--- src/rtl/act_pkg.sv ---
// Shared definitions for the activation pipeline: mode encodings and legal parameter ranges.
package act_pkg;

  typedef enum logic [1:0] {
    ACT_RELU   = 2'd0,
    ACT_CLIP   = 2'd1,
    ACT_LEAKY  = 2'd2,
    ACT_BYPASS = 2'd3
  } act_mode_e;

  localparam int DATA_W_MIN     = 4;
  localparam int DATA_W_MAX     = 32;
  localparam int LANES_MIN      = 1;
  localparam int LANES_MAX      = 16;
  localparam int LATENCY_MIN    = 1;
  localparam int LATENCY_MAX    = 8;
  localparam int LEAK_SHIFT_MIN = 1;

endpackage

--- src/rtl/act_lane.sv ---
// Single-lane activation function, purely combinational (zero latency, no flow control).
// Result always fits DATA_W: every mode either passes x, zeroes it, clamps it or shrinks it.
module act_lane
  import act_pkg::*;
#(
  parameter int DATA_W     = 8,
  parameter int LEAK_SHIFT = 3
) (
  input  logic signed [DATA_W-1:0] x,
  input  act_mode_e                mode,
  input  logic        [DATA_W-2:0] clip_max,
  output logic signed [DATA_W-1:0] y
);

  logic                     x_neg;
  logic signed [DATA_W-1:0] ceil_val;

  assign x_neg    = x[DATA_W-1];
  // Zero-extended ceiling is always non-negative, so a signed compare is safe.
  assign ceil_val = $signed({1'b0, clip_max});

  always_comb begin
    y = x;
    case (mode)
      ACT_RELU: begin
        if (x_neg) y = '0;
      end
      ACT_CLIP: begin
        if (x_neg)              y = '0;
        else if (x > ceil_val)  y = ceil_val;
      end
      ACT_LEAKY: begin
        // Arithmetic shift floors toward -inf, matching the leaky definition.
        if (x_neg) y = x >>> LEAK_SHIFT;
      end
      default: y = x;
    endcase
  end

endmodule

--- src/rtl/act_unit_pipe.sv ---
// Multi-lane activation pipeline with a saturating negative-lane counter.
// LATENCY cycles accept-to-output; each stage loads when empty or draining, so a full pipe stalls in_ready.
module act_unit_pipe
  import act_pkg::*;
#(
  parameter int DATA_W     = 8,
  parameter int LANES      = 4,
  parameter int LATENCY    = 3,
  parameter int LEAK_SHIFT = 3,
  parameter int CNT_W      = 16
) (
  input  logic                      clk,
  input  logic                      rst_n,
  input  logic                      in_valid,
  output logic                      in_ready,
  input  logic [LANES*DATA_W-1:0]   in_data,
  input  logic [1:0]                in_mode,
  input  logic [DATA_W-2:0]         clip_max,
  output logic                      out_valid,
  input  logic                      out_ready,
  output logic [LANES*DATA_W-1:0]   out_data,
  input  logic                      stat_clr,
  output logic [CNT_W-1:0]          stat_neg_cnt
);

  localparam int  BEAT_W = LANES * DATA_W;
  localparam int  NEG_W  = $clog2(LANES + 1);
  localparam int  SUM_W  = ((CNT_W > NEG_W) ? CNT_W : NEG_W) + 1;
  localparam bit  PARAMS_OK =
      (DATA_W >= DATA_W_MIN) && (DATA_W <= DATA_W_MAX) &&
      (LANES >= LANES_MIN) && (LANES <= LANES_MAX) &&
      (LATENCY >= LATENCY_MIN) && (LATENCY <= LATENCY_MAX) &&
      (LEAK_SHIFT >= LEAK_SHIFT_MIN) && (LEAK_SHIFT <= DATA_W - 1);

  if (!PARAMS_OK) begin : g_bad_params
    $error("act_unit_pipe: parameter out of legal range");
  end

  typedef logic [BEAT_W-1:0] beat_t;

  beat_t              stg_dat [LATENCY];
  logic               stg_vld [LATENCY];
  logic [LATENCY-1:0] load;
  beat_t              act_dat;
  act_mode_e          beat_mode;
  logic               init_done;
  logic               accept;
  logic [NEG_W-1:0]   neg_cnt;
  logic [SUM_W-1:0]   stat_sum;

  // Stage k can load if the output drains or any stage from k onward is empty;
  // the unrolled form avoids a combinational chain through the load vector.
  always_comb begin
    load = '0;
    for (int k = 0; k < LATENCY; k++) begin
      load[k] = out_ready;
      for (int j = k; j < LATENCY; j++) begin
        if (!stg_vld[j]) load[k] = 1'b1;
      end
    end
  end

  assign in_ready  = init_done && load[0];
  assign accept    = in_valid && in_ready;
  assign beat_mode = act_mode_e'(in_mode);

  for (genvar i = 0; i < LANES; i++) begin : g_lane
    act_lane #(
      .DATA_W     (DATA_W),
      .LEAK_SHIFT (LEAK_SHIFT)
    ) u_act_lane (
      .x        (in_data[i*DATA_W +: DATA_W]),
      .mode     (beat_mode),
      .clip_max (clip_max),
      .y        (act_dat[i*DATA_W +: DATA_W])
    );
  end

  // Held low through reset so in_ready rises on the first edge after release.
  always_ff @(posedge clk or negedge rst_n) begin
    if (!rst_n) init_done <= 1'b0;
    else        init_done <= 1'b1;
  end

  always_ff @(posedge clk or negedge rst_n) begin
    if (!rst_n) begin
      stg_vld[0] <= 1'b0;
      stg_dat[0] <= '0;
    end else if (load[0]) begin
      stg_vld[0] <= accept;
      if (accept) stg_dat[0] <= act_dat;
    end
  end

  for (genvar k = 1; k < LATENCY; k++) begin : g_stage
    always_ff @(posedge clk or negedge rst_n) begin
      if (!rst_n) begin
        stg_vld[k] <= 1'b0;
        stg_dat[k] <= '0;
      end else if (load[k]) begin
        stg_vld[k] <= stg_vld[k-1];
        if (stg_vld[k-1]) stg_dat[k] <= stg_dat[k-1];
      end
    end
  end

  assign out_valid = stg_vld[LATENCY-1];
  assign out_data  = stg_dat[LATENCY-1];

  always_comb begin
    neg_cnt = '0;
    for (int i = 0; i < LANES; i++) begin
      neg_cnt = neg_cnt + NEG_W'(in_data[i*DATA_W + DATA_W - 1]);
    end
  end

  assign stat_sum = SUM_W'(stat_neg_cnt) + SUM_W'(neg_cnt);

  // Any carry above CNT_W means the true count no longer fits: pin at all-ones.
  always_ff @(posedge clk or negedge rst_n) begin
    if (!rst_n) begin
      stat_neg_cnt <= '0;
    end else if (stat_clr) begin
      stat_neg_cnt <= '0;
    end else if (accept) begin
      if (|stat_sum[SUM_W-1:CNT_W]) stat_neg_cnt <= {CNT_W{1'b1}};
      else                          stat_neg_cnt <= stat_sum[CNT_W-1:0];
    end
  end

endmodule

--- config.mk ---
export PLATFORM = sky130hd
export DESIGN_NAME = act_unit_pipe
export DESIGN_NICKNAME = d
export VERILOG_FILES = /design/src/rtl/act_pkg.sv /design/src/rtl/act_lane.sv /design/src/rtl/act_unit_pipe.sv
export SDC_FILE = /design/constraint.sdc
export NUM_CORES = 1
export LEC_CHECK = 0
export CORE_ASPECT_RATIO = 1.75
export CORE_MARGIN = 2
export CORE_UTILIZATION = 50
export CTS_CLUSTER_DIAMETER = 50
export DETAILED_ROUTE_END_ITERATION = 8
export DONT_BUFFER_PORTS = 1
export HOLD_SLACK_MARGIN = 0.12
export PLACE_DENSITY = 0.68
export SLEW_MARGIN = 20
export SYNTH_ARGS = -nofsm -noshare
export SYNTH_HDL_FRONTEND = slang
export SYNTH_SLANG_ARGS = --single-unit
--- constraint.sdc ---
create_clock -name clk -period 2.1 [get_ports clk]
set_input_delay 0.21 -clock clk [delete_from_list [all_inputs] [get_ports clk]]
set_output_delay 0.21 -clock clk [all_outputs]
set_load 0.1 [all_outputs]
Word level (Yosys, flattened, before mapping):

Cells that the tools add are included.

* output and inout bits: 50
* bits in registers: 116

* add/sub/neg operators: 4
* equal/unequal tests: 2
* multiplexer cells: 29
* reduce and logical (&&, ||, !) cells: 7
* order comparisons: 4

Operator list (count)
* $pmux W8 S3: 4
* $mux W8: 8
* $mux W7: 8
* $mux W16: 3
* $gt A8 B8 Y1: 4
* $add A16 B3 Y17: 1
* $mux W1: 6
* $reduce_and A2 Y1: 3
* $add A2 B1 Y3: 1
* $add A3 B1 Y3: 1
* $add A1 B1 Y2: 1
* $eq A2 B1 Y1 const B: 1
* $eq A2 B2 Y1 const B: 1
* $logic_and A1 B1 Y1: 2
* $logic_not A2 Y1: 1
* $reduce_bool A2 Y1: 1

Longest topological paths before layout:

Gate-level depths: netlist of run 1.

* word-level depth: 7
* mapped depth: 10
* gate-level depth less buffers: 9

Modules after synthesis:

From an unflattened synthesis of run 1, not the netlist that was laid out.

* cells, all modules: 792
* area, all modules: 7236.9 um2

Modules (own cells, without submodules)
* act_unit_pipe: cells each 412, area an instance 4924.7 um2, times used 1
* act_lane: cells each 95, area an instance 578.1 um2, times used 4

Worst setup path after synthesis of run 1:

Ideal clock, no wire load.

* path kind: register to register
* start: register stat_neg_cnt[0]
* end: register stat_neg_cnt[5]
* buffers on the path: 1
* period minus slack after synthesis: 2905 ps
* arrival time: 2827 ps
* required time: 2022 ps
* slack: -805 ps
* cell stages (with the launch flop): 10
* path through: dfrtp_1 -> inv_1 -> fa_1 -> inv_1 -> fa_1 -> nand4_2 -> or3_4 -> buf_6 -> a211o_1 -> a21oi_1

* cells in the longest elaborated chain, start to end: 4

RTL lines
* from (decl): RTL line act_unit_pipe.sv:23 `output logic [CNT_W-1:0] stat_neg_cnt`
* from (signal assigned): RTL line act_unit_pipe.sv:126 `if (|stat_sum[SUM_W-1:CNT_W]) stat_neg_cnt <= {CNT_W{1'b1}};`
* from (signal assigned): RTL line act_unit_pipe.sv:127 `else stat_neg_cnt <= stat_sum[CNT_W-1:0];`
* $add A16 B3 Y17: RTL line act_unit_pipe.sv:117 `assign stat_sum = SUM_W'(stat_neg_cnt) + SUM_W'(neg_cnt);`
* $mux W16: RTL line act_unit_pipe.sv:126
* $mux W16: RTL line act_unit_pipe.sv:125 `end else if (accept) begin`
* $mux W16: RTL line act_unit_pipe.sv:123 `end else if (stat_clr) begin`

No other way between the ends. The select of a mux whose other input is x is not followed.
A chain may end at the register's enable or synchronous reset.

Final worst setup path of run 1:

Same ends and word-level chain as after synthesis.

==> results.cfg, run 1 <==
[detailed_routing]
wl_um = 19010
route.detailed.wl_per_inst_um = 20.89
drt_iter0_drc = 448
drc_errors = 0
vias_per_cell = 6.160
drtAntennaViolNets = 0
dr_total_vias = 5606
drt_pre_antenna_iters = 5

[sta]
hold-worst-slack_ns = -0.5155
setup_viol_count_final = 1
fmax_mhz = 472.9
post-route-worst-setup-slack_ns = -0.01459
setup_repair_after_global_routing_missed_its_margin = yes
min_period_over_period_pct = 100.7
crit_path_time_final_ns = 2.115
worst_clock_skew_ns = 0.007893
slew_viol_final = 0
finalHoldViolCount = 116
setup-tns-final_ns = -0.01459
maxSlewHeadroom_pct = 51.27
worstMarginPinSlew_ns = 0.7291

[clock_network]
tritoncts = built
clk_root_buffer_cell = sky130_fd_sc_hd__clkbuf_16
clkSinkCount = 116
numCtsBuffers = 17
post-cts-setup-buffers = 0
insertion_delay_ns = 0.42
cts.htree.levels = 4
worst_setup_hold_path_clk_slew_ns = 0.06
ctsLongestPathBuffers = 2

[worst_setup_path]
cp-startpoint = stat_neg_cnt[0]
path_buf_inv = 2
cpMaxStageDelayCell = sky130_fd_sc_hd__or3_4
cp_top_family = adder cells
critPathArrivalTime_ns = 2.45
reg2regPathDepth = 8
regToRegSetupSlack_ns = -0.01
cp-end-kind = flop
timing.critical_path.cells = inv_2 -> fa_2 -> inv_2 -> fa_2 -> nand4_4 -> or3_4 -> a211o_1 -> a21oi_1
worst-setup-path-type = reg -> reg
cpPeakStageDelay_ns = 0.42
timing.rr.start = stat_neg_cnt[0]
crit_path_max_fo = 7
worstReg2RegEnd = stat_neg_cnt[5]
worst-endpoint-required_ns = 2.44
critPathLaunchType = flop

[power_and_ir_drop]
irDropWorstVdd_v = 0.0006968
internal-power_uw = 5796
clockPowerShare_pct = 30.2
power_density_of_the_placed_cells_mw_per_mm2 = 1230
total_leakage_power_uw = 0.003507
design_power_total_uw = 10060
sequentialPowerShare_pct = 30.6
pwr-share-comb_pct = 39.1
power_switching_uw = 4268
p_sw_share_pct = 42.41

[logic_synthesis]
netlist.top_cell.by_area = sky130_fd_sc_hd__dfrtp_1
netlist_top_cells_count = sky130_fd_sc_hd__dfrtp_1, sky130_fd_sc_hd__mux2_2, sky130_fd_sc_hd__a21oi_1, sky130_fd_sc_hd__nor2_1, sky130_fd_sc_hd__nand2_1
postSynthCellCount = 654
synth.yosys.warnings = 0
synth_most_common_cell = sky130_fd_sc_hd__dfrtp_1
ys.flop_type = sky130_fd_sc_hd__dfrtp_1
seq_area_frac_synth_pct = 43.54
postSynthRegisterBits = 116
ys_types = 70
area_fraction_of_the_dominant_cell_type_after_synthesis_pct = 43.54
synth_area_per_cell_um2 = 10.19
number_of_flops_mapped_to_enable_cells_by_yosys = 0
netlist_area_mm2 = 0.006666
syn-num-nets = 732
synth.area.top_cells = sky130_fd_sc_hd__dfrtp_1, sky130_fd_sc_hd__mux2_2, sky130_fd_sc_hd__ha_1
postSynth.asyncResetShare_pct = 100.0

[status]
failed_checks = hold timing, setup timing
status = complete, but fails checks

[floorplan]
coreArea_mm2 = 0.01301
number_of_ports_placed_on_the_die_boundary = 96
die_outline_area_mm2 = 0.01431
placement_rows = 55
start_util_pct = 51.26
die_x_um = 91.29
fp.dieH_um = 156.8

[placement]
numPortBuffers = 0
gpl.final_weighted_congestion = 0.9073
place.detailed.hpwl_um = 12730

[global_routing]
grt_antenna_before_repair = 0
grt_pass1_wl_um = 30450
grt_start_max_net_pins = 117
globalRouteTotalUtil_pct = 27.82
overflow = 0
via_count_of_the_first_global_routing_pass = 5918

[layout]
flow.area_growth_from_synthesis_pct = 22.71
fin_nets = 804
post_route_cells_drive_above_1_share_pct = 26.93
diodes = 0
finish.utilization_pct = 62.90

[run]
timing.max_cap.violations = 0

[hold_path]
class_of_the_tightest_hold_or_removal_check = in -> async
[cells by family (layout without fill, tap and decap cells)]
logic type,count (synthesis),after routing,synth area share (%)
AO/OA/AOI/OAI,178,178,18.34
AND/OR/NAND/NOR,174,174,13.68
flip-flops,116,116,43.54
buffers and inverters,87,172,6.926
multiplexers,66,66,11.11
adder cells (fa/ha/maj),32,32,6.344
other,1,1,0.05625
[metrics by stage]
stage / hold WS [ns] / worst slack [ns] / cell area, um^2 / cells
after global placement: -0.08153 / -0.2659 / 7122 / 836
after detailed placement: -0.08167 / -0.3484 / 7122 / 836
after floorplan: -0.08559 / -0.3561 / 6686 / 654
after global routing: -0.5307 / -0.09237 / 8180 / 910
after CTS: -0.5274 / 0.005856 / 8158 / 909
final: -0.5155 / -0.01459 / 8180 / 910
[worst max path at each step]
stage / to / depth (start not counted)
final: stat_neg_cnt[5] / 8
after global routing: stat_neg_cnt[5] / 8
after CTS: stat_neg_cnt[5] / 8
after detailed placement: stat_neg_cnt[5] / 9
after global placement: stat_neg_cnt[5] / 9
after floorplan: stat_neg_cnt[5] / 10
[layer usage]
layer  part of all wire (%)  global-route usage (%)  wire [um]
met1                     35                   29.35       6691
met2                     52                   48.78       9851
met3                    6.7                   6.981       1274
met4                    6.3                   18.18       1193
met5                      0                       0          0
[flip-flops by register name (all words and copies together), names as in the netlist]
name,flops
init_done,1
out_data,32
out_valid,1
stat_neg_cnt,16
stg_dat,64
stg_vld,2
[power groups by stage]
stage | logic [uW] | registers [uW] | clock network [uW]
finish | 3940 | 3080 | 3040
CTS | 3940 | 3090 | 3090
detailed placement | 3840 | 3130 | 0
global route | 4090 | 3150 | 3180
global placement | 3790 | 3090 | 0
floorplan | 3540 | 3100 | 0
[cells in the final DEF, fill, tap and decap left out, types with 3 or more instances in the layout]
| master | netlist | layout |
|---|---|---|
| sky130_fd_sc_hd__a22o_1 | 3 | 3 |
| sky130_fd_sc_hd__mux2_2 | 64 | 64 |
| sky130_fd_sc_hd__inv_6 | 0 | 3 |
| sky130_fd_sc_hd__nand2_1 | 40 | 40 |
| sky130_fd_sc_hd__and4_1 | 3 | 3 |
| sky130_fd_sc_hd__o211ai_2 | 3 | 3 |
| sky130_fd_sc_hd__buf_4 | 32 | 71 |
| sky130_fd_sc_hd__a31oi_1 | 15 | 15 |
| sky130_fd_sc_hd__bufinv_16 | 0 | 3 |
| sky130_fd_sc_hd__buf_12 | 0 | 3 |
| sky130_fd_sc_hd__nand4_1 | 7 | 7 |
| sky130_fd_sc_hd__o31ai_1 | 7 | 7 |
| sky130_fd_sc_hd__nor2_1 | 44 | 44 |
| sky130_fd_sc_hd__a311oi_1 | 6 | 6 |
| sky130_fd_sc_hd__clkinvlp_4 | 0 | 4 |
| sky130_fd_sc_hd__a21o_1 | 8 | 8 |
| sky130_fd_sc_hd__clkbuf_16 | 0 | 17 |
| sky130_fd_sc_hd__dlygate4sd3_1 | 0 | 42 |
| sky130_fd_sc_hd__and2_1 | 8 | 8 |
| sky130_fd_sc_hd__ha_1 | 29 | 29 |
| sky130_fd_sc_hd__nand2b_1 | 6 | 6 |
| sky130_fd_sc_hd__nand3_1 | 19 | 19 |
| sky130_fd_sc_hd__a21oi_1 | 47 | 47 |
| sky130_fd_sc_hd__o41ai_1 | 3 | 3 |
| sky130_fd_sc_hd__a41oi_1 | 6 | 6 |
| sky130_fd_sc_hd__o21ai_0 | 38 | 38 |
| sky130_fd_sc_hd__o211ai_1 | 3 | 3 |
| sky130_fd_sc_hd__nor3_1 | 6 | 5 |
| sky130_fd_sc_hd__nand4b_1 | 4 | 4 |
| sky130_fd_sc_hd__o2111ai_1 | 3 | 3 |
| sky130_fd_sc_hd__nor2b_1 | 11 | 11 |
| sky130_fd_sc_hd__o21a_1 | 3 | 3 |
| sky130_fd_sc_hd__o21bai_1 | 4 | 4 |
| sky130_fd_sc_hd__dfrtp_1 | 116 | 113 |
| sky130_fd_sc_hd__inv_1 | 22 | 20 |
| sky130_fd_sc_hd__or3_1 | 12 | 12 |
| sky130_fd_sc_hd__clkinv_4 | 0 | 3 |
[worst reg2reg max path, cell delays in order (launching register included)]
cell and delay (ns):
sky130_fd_sc_hd__dfrtp_4 0.41, sky130_fd_sc_hd__inv_2 0.04, sky130_fd_sc_hd__fa_2 0.36, sky130_fd_sc_hd__inv_2 0.06, sky130_fd_sc_hd__fa_2 0.22, sky130_fd_sc_hd__nand4_4 0.12
sky130_fd_sc_hd__or3_4 0.42, sky130_fd_sc_hd__a211o_1 0.28, sky130_fd_sc_hd__a21oi_1 0.12
[final cells by class]
type | instances | area (um^2)
fill | 1042 | 4826
clock inverter | 13 | 172.7
multi-input combinational | 451 | 3328
sequential | 116 | 2909
clock buffer | 19 | 452.9
timing repair buffer | 116 | 1013
inverter | 24 | 90.09
tap | 171 | 214.0
[timing repair]
action,4_1_cts,5_1_grt
hold endpoints to repair,165,117
setup endpoints to repair,1,13
cloned,0,0
gates resized for setup,1,3
pin swaps,0,2
hold buffers,41,1
(Power assumes the default switching activity.)
==> run 2, diff against run 1 <==
--- a/config.mk
+++ b/config.mk
@@ -11,9 +11,11 @@
 export CTS_CLUSTER_DIAMETER = 50
 export DETAILED_ROUTE_END_ITERATION = 8
 export DONT_BUFFER_PORTS = 1
+export GPL_TIMING_DRIVEN = 0
 export HOLD_SLACK_MARGIN = 0.12
 export PLACE_DENSITY = 0.68
 export SLEW_MARGIN = 20
 export SYNTH_ARGS = -nofsm -noshare
 export SYNTH_HDL_FRONTEND = slang
+export SYNTH_HIERARCHICAL = 1
 export SYNTH_SLANG_ARGS = --single-unit
==> run 2 against run 1 <==
  * Critical path type unchanged
  * Clock skew is essentially flat
  * Critical endpoint is now stat_neg_cnt[3]
  * Final area increased by 7.4%
  * Combinational power down 10%
  * The run still ends with hold timing, setup timing left
  * Clock power grew 6%
  * Synthesized cell count increased by 21%
  * Maximum frequency shrank 15%
==> results.cfg, run 2 <==
[logic_synthesis]
synth_area_per_cell_um2 = 9.138
number_of_flops_mapped_to_enable_cells_by_yosys = 0
ys_types = 57
ys.flop_type = sky130_fd_sc_hd__dfrtp_1
netlist.top_cell.by_area = sky130_fd_sc_hd__dfrtp_1
syn-num-nets = 870
postSynth.asyncResetShare_pct = 100.0
synth.yosys.warnings = 6
postSynthRegisterBits = 116
area_fraction_of_the_dominant_cell_type_after_synthesis_pct = 40.11
seq_area_frac_synth_pct = 40.11
synth.area.top_cells = sky130_fd_sc_hd__dfrtp_1, sky130_fd_sc_hd__mux2_2, sky130_fd_sc_hd__nand2_1
postSynthCellCount = 792
synth_most_common_cell = sky130_fd_sc_hd__nand2_1
netlist_top_cells_count = sky130_fd_sc_hd__nand2_1, sky130_fd_sc_hd__dfrtp_1, sky130_fd_sc_hd__mux2_2, sky130_fd_sc_hd__inv_1, sky130_fd_sc_hd__a21oi_1
netlist_area_mm2 = 0.007237

[layout]
largest_reg_flops = 64
layout_common_cells = sky130_fd_sc_hd__nand2_1, sky130_fd_sc_hd__dfrtp_1, sky130_fd_sc_hd__mux2_2
non_filler_instances = 1054
post-route-cell-area_mm2 = 0.008787
layout_commonest_cell = sky130_fd_sc_hd__nand2_1
fin_nets = 940
post_route_cells_drive_above_1_share_pct = 25.17
flow.area_growth_from_synthesis_pct = 21.42
diodes = 0
max_flop_register = stg_dat

[sta]
worst_clock_skew_ns = 0.008066
finalHoldViolCount = 116
hold-worst-slack_ns = -0.5011
fmax_mhz = 404.1
setup_repair_after_global_routing_missed_its_margin = yes
maxSlewHeadroom_pct = 30.48
min_period_over_period_pct = 117.8
post-route-worst-setup-slack_ns = -0.3746
setup_viol_count_final = 16
worstMarginPinSlew_ns = 1.043
slew_viol_final = 0
crit_path_time_final_ns = 2.475

[global_routing]
globalRouteTotalUtil_pct = 26.38
grt_pass1_wl_um = 31730
grt_antenna_before_repair = 0
grt_start_max_net_pins = 117
overflow = 0
via_count_of_the_first_global_routing_pass = 6479

[floorplan]
start_util_pct = 50.62
fp.dieH_um = 163.2
die_x_um = 94.95
die_outline_area_mm2 = 0.01549
placement_rows = 58
coreArea_mm2 = 0.01430
number_of_ports_placed_on_the_die_boundary = 96

[worst_setup_path]
critPathLaunchType = flop
critPathArrivalTime_ns = 2.81
worst-endpoint-required_ns = 2.44
cp-end-kind = flop
crit_path_max_fo = 8
worst-setup-path-type = reg -> reg

[clock_network]
numCtsBuffers = 17
cts.hold.buffers_added = 34
insertion_delay_ns = 0.40
ctsLongestPathBuffers = 2
clkSinkCount = 116
worst_setup_hold_path_clk_slew_ns = 0.06
cts.htree.levels = 4
tritoncts = built
clk_root_buffer_cell = sky130_fd_sc_hd__clkbuf_16

[power_and_ir_drop]
total_leakage_power_uw = 0.004181
irDropWorstVdd_v = 0.001032
power_density_of_the_placed_cells_mw_per_mm2 = 1116

[detailed_routing]
drc_errors = 0
drt_pre_antenna_iters = 6
route.detailed.wl_per_inst_um = 18.99
drt_iter0_drc = 328
wl_um = 20020
dr_total_vias = 6290
drtAntennaViolNets = 0
vias_per_cell = 5.968

[placement]
placedCellCount = 972
placed_cell_area_mm2 = 0.007498
numPortBuffers = 0
gpl.final_weighted_congestion = 0.9321
place.detailed.hpwl_um = 13510

[status]
failed_checks = hold timing, setup timing
status = complete, but fails checks

[run]
timing.max_cap.violations = 0

[hold_path]
class_of_the_tightest_hold_or_removal_check = in -> async
[run 2: cell families (layout without fill, tap and decap cells)]
| kind of cell | Yosys count | in the layout | share of synthesized area (%) |
|---|---|---|---|
| buffers and inverters | 119 | 201 | 8.281 |
| AOI/OAI and AO/OA | 179 | 179 | 16.77 |
| and+or+nand+nor | 281 | 281 | 18.98 |
| muxes | 64 | 64 | 9.959 |
| DFF | 116 | 116 | 40.11 |
| other | 1 | 1 | 0.05182 |
| adders and majority gates | 32 | 32 | 5.844 |
[run 2: area by class of cell]
class | count | area, um^2
multi-input combinational | 557 | 3886
clock buffer | 22 | 474.2
inverter | 54 | 202.7
fill | 1178 | 5509
timing repair buffer | 52 | 483.0
sequential | 116 | 2925
buffer | 64 | 415.4
clock inverter | 9 | 175.2
tap | 180 | 225.2
[run 2: worst paths after layout]
kind / from / endpoint / slack (ns) / cells after the start
max in group asynchronous: rst_n / stat_neg_cnt[3] / 2.40 / 0
min in group clk: clip_max[3] / stg_dat[67] / 0.13 / 4
worst min-delay path: rst_n / stg_dat[86] / -0.50 / 0
worst max-delay path: stat_neg_cnt[0] / stat_neg_cnt[3] / -0.37 / 9
worst min register to register: stg_dat[81] / stg_dat[81] / 0.47 / 2
worst max register to register: stat_neg_cnt[0] / stat_neg_cnt[3] / -0.37 / 9
[run 2: timing repair]
item / 4_1_cts / 5_1_grt
pin swaps: 10 / 11
setup endpoints to repair: 108 / 73
buffers inserted: 8 / 10
endpoints found under the hold margin: 149 / 116
resized for setup: 33 / 18
[run 2: where the power goes]
group / switching [uW] / internal (uW) / total, uW / leakage, uW
clock network: 1030 / 2190 / 3220 / 0.000312
logic: 2560 / 968 / 3530 / 0.00239
registers: 315 / 2740 / 3060 / 0.00148
total: 3910 / 5900 / 9810 / 0.00418
[run 2: per-stage QoR]
stage / power (uW) / hold slack (ns) / worst slack [ns] / TNS [ns] / util (%)
floorplan: 6208 / -0.08559 / -0.3251 / -2.541 / -
global placement: 6447 / -0.08168 / -0.4406 / -15.35 / 52.45
detailed placement: 6532 / -0.08101 / -0.5103 / -19.10 / 52.45
CTS: 9849 / -0.5146 / -0.3484 / -4.783 / 60.45
global route: 10200 / -0.5181 / -0.4578 / -6.392 / 61.47
finish: 9810 / -0.5011 / -0.3746 / -4.868 / 61.47
[run 2: routing by layer]
metal / part of all wire, % / GRT usage [%] / up-vias
li1: - / - / 2910
met5: 0 / 0 / -
met4: 3.9 / 13.37 / 0
met1: 38 / 30.19 / 3065
met2: 52 / 45.58 / 255
met3: 6.4 / 5.627 / 60
[run 2: critical path, cell delays in order, from the launching register on]
cell and delay, ns:
sky130_fd_sc_hd__dfrtp_4 0.63, sky130_fd_sc_hd__inv_2 0.07, sky130_fd_sc_hd__fa_2 0.38, sky130_fd_sc_hd__inv_2 0.06, sky130_fd_sc_hd__fa_2 0.20, sky130_fd_sc_hd__nand4_1 0.12
sky130_fd_sc_hd__or4_4 0.46, sky130_fd_sc_hd__buf_6 0.16, sky130_fd_sc_hd__a31oi_4 0.18, sky130_fd_sc_hd__o21a_1 0.15
==> run 3, diff against run 2 <==
--- a/config.mk
+++ b/config.mk
@@ -13,7 +13,6 @@
 export DONT_BUFFER_PORTS = 1
 export GPL_TIMING_DRIVEN = 0
 export HOLD_SLACK_MARGIN = 0.12
-export PLACE_DENSITY = 0.68
 export SLEW_MARGIN = 20
 export SYNTH_ARGS = -nofsm -noshare
 export SYNTH_HDL_FRONTEND = slang
==> constraint.sdc (replaced) <==
create_clock -name clk -period 2.8 [get_ports clk]
set_input_delay 0.28 -clock clk [delete_from_list [all_inputs] [get_ports clk]]
set_output_delay 0.28 -clock clk [all_outputs]
set_load 0.1 [all_outputs]
==> run 3 against run 2 <==
  * Setup slack improved by 0.50 ns
  * Via count down 4.5%
  * Combinational power fell by 27%
  * Die area is the same
  * Maximum frequency fell by 7.5%
  * Final area shrank 6.3%
  * Worst hold slack improved by 0.071 ns
  * Critical endpoint is now stat_neg_cnt[0]
  * Utilization shrank 3.9 points
  * Count of clock-buffer cells in the layout is 4 lower
  * Highest routed layer is now met5
  * First-iteration DRC count increased by 27%
  * The run ends with hold timing left
==> results.cfg, run 3 (same netlist as run 2, synthesis figures left out) <==
[clock_network]
worst_setup_hold_path_clk_slew_ns = 0.06
ctsLongestPathBuffers = 2
insertion_delay_ns = 0.41
tritoncts = built
numCtsBuffers = 17
clk_root_buffer_cell = sky130_fd_sc_hd__clkbuf_16
cts.htree.levels = 4
clkSinkCount = 116
cts.hold.buffers_added = 9

[floorplan]
start_util_pct = 50.62
die_outline_area_mm2 = 0.01549
fp.dieH_um = 163.2
die_x_um = 94.95
number_of_ports_placed_on_the_die_boundary = 96
coreArea_mm2 = 0.01430
placement_rows = 58

[layout]
layout_common_cells = sky130_fd_sc_hd__nand2_1, sky130_fd_sc_hd__dfrtp_1, sky130_fd_sc_hd__mux2_2
flow.area_growth_from_synthesis_pct = 13.74
fillCellCount = 1277
fin_nets = 899
diodes = 0
non_filler_instances = 1014
max_flop_register = stg_dat
post_route_cells_drive_above_1_share_pct = 19.54
layout_commonest_cell = sky130_fd_sc_hd__nand2_1
largest_reg_flops = 64

[power_and_ir_drop]
p_sw_share_pct = 40.99
power_switching_uw = 2955
sequentialPowerShare_pct = 31.7
total_leakage_power_uw = 0.003950
irDropWorstVdd_v = 0.0008724
pwr-share-comb_pct = 35.6
clockPowerShare_pct = 32.7
internal-power_uw = 4254
power_density_of_the_placed_cells_mw_per_mm2 = 875.8

[global_routing]
via_count_of_the_first_global_routing_pass = 5983
overflow = 0
grt_start_max_net_pins = 117
globalRouteTotalUtil_pct = 24.46
grt_pass1_wl_um = 29460
grt_antenna_before_repair = 1

[placement]
place.detailed.hpwl_um = 13190
placedCellCount = 972
gpl.final_weighted_congestion = 0.8745
numPortBuffers = 0

[sta]
worst_clock_skew_ns = 0.008508
maxSlewHeadroom_pct = 26.92
setup_repair_after_global_routing_missed_its_margin = no
crit_path_time_final_ns = 2.676
slew_viol_final = 0
finalHoldViolCount = 116
fmax_mhz = 373.7
worstMarginPinSlew_ns = 1.096
hold-worst-slack_ns = -0.4305
min_period_over_period_pct = 95.57
setup_viol_count_final = 0
setup-tns-final_ns = 0

[worst_setup_path]
reg2regPathDepth = 8
regToRegSetupSlack_ns = 0.12
worstReg2RegEnd = stat_neg_cnt[0]
worst-endpoint-required_ns = 3.10
critPathLaunchType = flop
worst-setup-path-type = reg -> reg
critPathArrivalTime_ns = 2.98
cp-end-kind = flop
crit_path_max_fo = 8
timing.rr.start = stat_neg_cnt[0]

[detailed_routing]
route.detailed.wl_per_inst_um = 18.17
drc_errors = 0
vias_per_cell = 5.923
drtAntennaViolNets = 0
dr_total_vias = 6006
drt_iter0_drc = 415
drt_pre_antenna_iters = 5
wl_um = 18420

[status]
status = complete, but fails checks
failed_checks = hold timing

[hold_path]
class_of_the_tightest_hold_or_removal_check = in -> async

[run]
timing.max_cap.violations = 0
==> run 3: per-stage QoR <==
step | cell area (um^2) | hold WS (ns) | util (%) | worst slack [ns] | total power, uW
after floorplan | 7238 | -0.01559 | - | 0.2769 | 4651
after global placement | 7463 | -0.01180 | 52.21 | -0.04250 | 4825
after detailed placement | 7463 | -0.01153 | 52.21 | -0.07901 | 4883
after CTS | 8205 | -0.4536 | 57.40 | 0.03077 | 7283
after global routing | 8232 | -0.4519 | 57.58 | 0.006078 | 7509
final | 8232 | -0.4305 | 57.58 | 0.1242 | 7209
==> run 3: repair_timing <==
item                                    in CTS  in global routing
gates resized for setup                      3                  3
hold endpoints to repair                   132                116
pin swaps                                    0                  1
buffers inserted                             0                  1
endpoints found under the setup margin       5                  5
==> run 3: worst max-delay path by stage <==
stage	startpoint	to	slack (ns)
2_1_floorplan	in_data[7]	stat_neg_cnt[7]	0.28
3_3_place_gp	stat_neg_cnt[0]	stat_neg_cnt[14]	-0.04
3_5_place_dp	stat_neg_cnt[0]	stat_neg_cnt[14]	-0.08
4_1_cts	stat_neg_cnt[0]	stat_neg_cnt[8]	0.03
5_1_grt	stat_neg_cnt[0]	stat_neg_cnt[3]	0.006
6_report	stat_neg_cnt[0]	stat_neg_cnt[0]	0.12
==> run 3: power groups by stage <==
stage	clock network, uW	logic, uW	registers (uW)
floorplan	0	2400	2250
global placement	0	2530	2300
detailed placement	0	2560	2320
CTS	2410	2580	2290
global route	2470	2690	2340
finish	2360	2570	2290
==> run 3: critical path, cell delays in order, from the launching register on <==
cell and delay [ns]:
sky130_fd_sc_hd__dfrtp_4 0.62, sky130_fd_sc_hd__inv_1 0.10, sky130_fd_sc_hd__fa_1 0.42, sky130_fd_sc_hd__inv_1 0.08
sky130_fd_sc_hd__fa_1 0.22, sky130_fd_sc_hd__nand4_1 0.18, sky130_fd_sc_hd__or4_1 0.47, sky130_fd_sc_hd__buf_2 0.20
sky130_fd_sc_hd__a311oi_1 0.28
==> run 3: layer usage <==
metal	GRT usage, %	vias to the layer above	part of all wire (%)
met4	10.28	2	2.8
met5	0	-	0.071
li1	-	2823	-
met3	5.766	43	7.1
met1	29.13	2883	39
met2	41.72	255	51
==> run 3: area by class of cell <==
cell class	count	area [um^2]	share of cell area, %
Inverter	54	202.7	2.462
Clock buffer	18	439.2	5.335
Clock inverter	14	200.2	2.432
Sequential cell	116	2908	35.32
Multi-Input combinational cell	557	3762	45.71
Tap cell	180	225.2	2.736
Timing Repair Buffer	10	97.59	1.186
Buffer	65	396.6	4.818
